<file path="config.mk">
export PLATFORM = sky130hd
export DESIGN_NAME = clk_period_meter
export DESIGN_NICKNAME = d
export VERILOG_FILES = /design/src/rtl/clk_meter_pkg.sv /design/src/rtl/sig_sync_edge.sv /design/src/rtl/clk_period_meter.sv
export SDC_FILE = /design/constraint.sdc
export NUM_CORES = 1
export LEC_CHECK = 0
export ABC_AREA = 1
export CAP_MARGIN = 20
export CELL_PAD_IN_SITES_DETAIL_PLACEMENT = 0
export CELL_PAD_IN_SITES_GLOBAL_PLACEMENT = 1
export CORE_MARGIN = 1
export CORE_UTILIZATION = 42
export DETAILED_ROUTE_END_ITERATION = 6
export PLACE_DENSITY = 0.94
export SYNTH_ARGS = -nofsm -noshare
export SYNTH_HDL_FRONTEND = slang
export SYNTH_HIERARCHICAL = 1
export SYNTH_SLANG_ARGS = --single-unit
</file>
<file path="constraint.sdc">
create_clock -name CLK_in -period 2.6 [get_ports CLK_in]
set_clock_uncertainty 0.1 [all_clocks]
set_input_delay 0.52 -clock CLK_in [delete_from_list [all_inputs] [get_ports CLK_in]]
set_output_delay 0.52 -clock CLK_in [all_outputs]
set_load 0.01 [all_outputs]
</file>
<file path="src/rtl/clk_meter_pkg.sv">
// Shared types and defaults for the clock period meter.
// State encoding plus default synchronizer, counter and timeout sizes.
package clk_meter_pkg;

  typedef enum logic [1:0] {
    WAIT_FIRST   = 2'd0,
    FIRST_PERIOD = 2'd1,
    TRACK        = 2'd2
  } meter_state_e;

  localparam int DEF_SYNC_STAGES = 2;
  localparam int DEF_CNT_W       = 32;
  localparam int DEF_TIMEOUT     = 1000000;

endpackage

</file>
<file path="src/rtl/sig_sync_edge.sv">
// Synchronizer, priming counter and edge detector for slow async inputs.
// Reused for button and step inputs as well as the period meter.
module sig_sync_edge
  import clk_meter_pkg::*;
#(
  parameter int SYNC_STAGES = DEF_SYNC_STAGES
) (
  input  logic clk,
  input  logic rst,
  input  logic sig_in,
  output logic rise,
  output logic fall
);

  localparam int PW = $clog2(SYNC_STAGES + 2);
  localparam logic [PW-1:0] PRIME_N = PW'(SYNC_STAGES + 1);

  logic [SYNC_STAGES-1:0] r_sync;
  logic                   r_prev;
  logic [PW-1:0]          r_prime;
  logic                   w_last;
  logic                   w_primed;

  assign w_last   = r_sync[SYNC_STAGES-1];
  assign w_primed = (r_prime == PRIME_N);

  always_ff @(posedge clk) begin
    if (rst) begin
      r_sync  <= '0;
      r_prev  <= 1'b0;
      r_prime <= '0;
    end else begin
      r_sync <= {r_sync[SYNC_STAGES-2:0], sig_in};
      r_prev <= w_last;
      if (!w_primed)
        r_prime <= r_prime + 1'b1;
    end
  end

  // Edges are masked until the chain has flushed its reset contents
  assign rise = w_primed & w_last & ~r_prev;
  assign fall = w_primed & ~w_last & r_prev;

endmodule

</file>
<file path="src/rtl/clk_period_meter.sv">
// Measures period and high time of a slow async square wave in CLK_in
// cycles, with lock and stall reporting.
module clk_period_meter
  import clk_meter_pkg::*;
#(
  parameter int SYNC_STAGES = DEF_SYNC_STAGES,
  parameter int CNT_W       = DEF_CNT_W,
  parameter int TIMEOUT     = DEF_TIMEOUT
) (
  input  logic             CLK_in,
  input  logic             RST,
  input  logic             sig_in,
  output logic             rise_pulse,
  output logic             fall_pulse,
  output logic [CNT_W-1:0] period,
  output logic [CNT_W-1:0] high_time,
  output logic             period_valid,
  output logic             locked,
  output logic             stalled
);

  meter_state_e     r_state;
  meter_state_e     w_next;
  logic [CNT_W-1:0] r_cnt;
  logic [CNT_W-1:0] r_period;
  logic [CNT_W-1:0] r_high;
  logic             r_pv;
  logic             r_locked;
  logic             r_stalled;

  logic w_rise;
  logic w_fall;
  logic w_timeout;
  logic w_lat_per;
  logic w_lat_high;
  logic w_upd_lock;
  logic w_stall;
  logic w_clr_stall;

  sig_sync_edge #(
    .SYNC_STAGES(SYNC_STAGES)
  ) u_sync (
    .clk   (CLK_in),
    .rst   (RST),
    .sig_in(sig_in),
    .rise  (w_rise),
    .fall  (w_fall)
  );

  assign w_timeout = (r_cnt == CNT_W'(TIMEOUT));

  always_ff @(posedge CLK_in) begin
    if (RST) r_state <= WAIT_FIRST;
    else     r_state <= w_next;
  end

  always_comb begin
    w_next      = r_state;
    w_lat_per   = 1'b0;
    w_lat_high  = 1'b0;
    w_upd_lock  = 1'b0;
    w_stall     = 1'b0;
    w_clr_stall = 1'b0;
    unique case (r_state)
      WAIT_FIRST: begin
        if (w_rise) begin
          w_next      = FIRST_PERIOD;
          w_clr_stall = 1'b1;
        end
      end
      FIRST_PERIOD, TRACK: begin
        w_lat_high = w_fall;
        // A rise landing on the timeout cycle wins over the stall
        if (w_rise) begin
          w_lat_per  = 1'b1;
          w_upd_lock = (r_state == TRACK);
          w_next     = TRACK;
        end else if (w_timeout) begin
          w_stall = 1'b1;
          w_next  = WAIT_FIRST;
        end
      end
      default: w_next = WAIT_FIRST;
    endcase
  end

  always_ff @(posedge CLK_in) begin
    if (RST) begin
      r_cnt     <= '0;
      r_period  <= '0;
      r_high    <= '0;
      r_pv      <= 1'b0;
      r_locked  <= 1'b0;
      r_stalled <= 1'b0;
    end else begin
      if (w_rise)
        r_cnt <= CNT_W'(1);
      else if (r_cnt != '1)
        r_cnt <= r_cnt + 1'b1;
      r_pv <= w_lat_per;
      if (w_lat_per)
        r_period <= r_cnt;
      if (w_lat_high)
        r_high <= r_cnt;
      if (w_upd_lock)
        r_locked <= (r_cnt == r_period);
      if (w_stall) begin
        r_stalled <= 1'b1;
        r_locked  <= 1'b0;
      end
      if (w_clr_stall)
        r_stalled <= 1'b0;
    end
  end

  assign rise_pulse   = w_rise;
  assign fall_pulse   = w_fall;
  assign period       = r_period;
  assign high_time    = r_high;
  assign period_valid = r_pv;
  assign locked       = r_locked;
  assign stalled      = r_stalled;

endmodule
</file>
==> qor.yml <==
crit_slowest_cell: "clkdlybuf4s50_1"
r2r_setup_slack_ns: 0.52
syn2layout_area_growth_pct: 22.7
via_per_inst: 5.18
status: "completed"
finalCritPeriodShare: 0.905
antennaDiodeCount: 0
fin_area_um2: 6280
hold_path_end: "u_sync/r_sync[1]"
r2r_cells: 10
cts_buffers: 9
wire_per_inst_um: 15.1
vias: 4945
cts.sinks: 106
post-cts-setup-buffer-count: 0
synth_area_leaders: "dfxtp_1 (41%), nand2_1 (13%), a21oi_1 (7.0%)"
die_y_um: 112
hold_depth: 2
avgSynthCellArea_um2: 6.84
route.detailed.drc: 0
synth_nets: 758
final_cell_mix: "nand2_1 (183), dfxtp_1 (106), inv_1 (91)"
clkLatencyLatePin_ns: 0.35
p_leak_nw: 2.55
gp_congestion: 0.870
path_class: "flip-flop to output pin"
grt_usage: 0.241
nets: 817
clkSlewWorstSetupHoldPaths_ns: 0.07
finalSetupViolCount: 0
overflow: 0
cp.required_ns: 1.98
ir_drop_uv: 280
yosysTopAreaCell: "dfxtp_1"
max_stage_delay_ns: 0.56
dr.pass1.iters: 5
cp-start-kind: "flip-flop"
r2r_start: "r_cnt[1]"
seq_area_um2: 2120
crit_buf_inv: 1
grt_pass1_vias: 4684
antenna_left: 0
endpoint_kind: "output pin"
fmax_ghz: 0.425
yosys_warnings: 6
rsz0062_at_grt: "false"
wl_um: 14400
timing.final.ws_setup_ns: 0.246
hold_start: "u_sync/r_sync[0]"
dpl_cell_area_um2: 5930
start_util: 0.439
async_flop_share: 0
tns_ns: 0
arrival_ns: 1.73
cts_hold_buf: 0
io_pins: 72
die_area_um2: 12600
syn_area_um2: 5120
grt_pass1_wl_um: 23800
rows: 39
pre_cts_ws_ns: 0.351
synth_edf_count: 0
antenna_found_initial: 0
power_density_nw_per_um2: 529
hold_path.class: "flip-flop to flip-flop"
ys_ff_latch: 106
final_common_cell: "nand2_1"
worstPathCellList: "ha_1, nand2_1, nor2_1, clkdlybuf4s50_1"
synth_top_cell_area_share: 0.414
n_fill_cell: 1178
dp_hpwl_um: 10700
clockBufferDepth: 2
reg2reg_to: "r_cnt[30]"
cts_tree: "done"
cp_max_fo: 4
multi_input_area_um2: 2480
htreeDepth: 3
final_hold_viol_count: 0
layout_min_cycle_time_ns: 2.35
grt_max_degree: 69
io_buffers: 71
ys.flop_type: "dfxtp_1"
critPathTopFamily: "buffers and inverters"
syn-instance-count: 748
drive_above_1_share: 0.0690
die_w_um: 112
synth_seq_area_share: 0.414
core_um2: 11700
slew_headroom: 0.565
ys_types: 30
maxCapViolations: 0
drtIter0Drc: 365
slew_violations: 0
worst_pin_slew_ns: 0.652
root_buffer: "clkbuf_16"
-- cells in the mapped netlist, types with 4 or more instances --
cell and count:
nand3_1 32, nand3_2 12, xor2_1 4, o21ai_0 72, nand2_1 183, nor3_1 6, a31oi_1 9, nor2_1 74
a21oi_1 72, ha_1 7, xnor2_1 9, inv_2 8, inv_1 91, clkbuf_1 22, nand4_1 15, buf_2 5
dfxtp_1 106
-- state kept, by name, summed over array words and instances (netlist names) --
register and cells:
high_time 32, period 32, r_cnt 32, r_state 2, u_sync/r_prime 2, u_sync/r_sync 2, locked 1, period_valid 1
stalled 1, u_sync/r_prev 1
-- worst max path at each step --
stage | start | endpoint | slack [ns] | depth (start not counted)
2_1_floorplan | u_sync/r_prime[0] | period[10] | 0.70 | 7
5_1_grt | u_sync/r_prime[0] | fall_pulse | 0.12 | 4
6_report | u_sync/r_prime[0] | fall_pulse | 0.25 | 4
3_5_place_dp | u_sync/r_prime[0] | rise_pulse | 0.35 | 4
4_1_cts | u_sync/r_prime[0] | rise_pulse | 0.06 | 4
3_3_place_gp | u_sync/r_prime[0] | rise_pulse | 0.44 | 4
-- stage by stage --
step                       util  hold slack, ns  power [mW]  instances
after floorplan               -           0.288        1.78        748
after global placement    0.509           0.291        1.82        939
after detailed placement  0.509           0.299        1.83        939
after CTS                 0.538           0.309        3.35        955
after global routing      0.538           0.324        3.44        955
final                     0.538           0.307        3.32        955
-- cells by family (layout without fill, tap and decap cells) --
logic type                 count (synthesis)  after routing  share of synthesized area
AOI/OAI and AO/OA                        155            155                      0.154
buffers and inverters                    131            195                      0.102
adders and majority gates                  7              7                     0.0171
DFF                                      106            106                      0.414
and+or+nand+nor                          336            336                      0.290
xor gates and xnor gates                  13             13                     0.0222
-- routing by layer --
metal	wire length, um	vias to the layer above	GRT usage	part of all wire
li1	-	2508	-	-
met1	6840	2279	0.328	0.47
met2	6560	137	0.387	0.45
met3	703	21	0.0394	0.049
met4	331	0	0.0853	0.023
met5	0	-	0	0
-- final cells by class --
type,count,share of cell area
Clock buffer,11,0.0402
Multi-Input combinational cell,511,0.395
Inverter,100,0.0598
Tap cell,143,0.0285
Sequential cell,106,0.338
Clock inverter,5,0.0135
Timing Repair Buffer,79,0.125
-- power breakdown --
part,internal (mW),switching [mW]
logic,0.0481,0.0872
registers,1.64,0.0161
clock network,0.902,0.632
total,2.59,0.735
-- timing repair --
item	CTS	global route
setup endpoints to repair	1	1
resized for setup	1	1
pin swaps	0	0
-- tightest hold or removal path, stage by stage (launching register included) --
cell and delay [ns]:
dfxtp_1 0.30, inv_1 0.04, nor2_1 0.03
(Power assumes the default switching activity.)
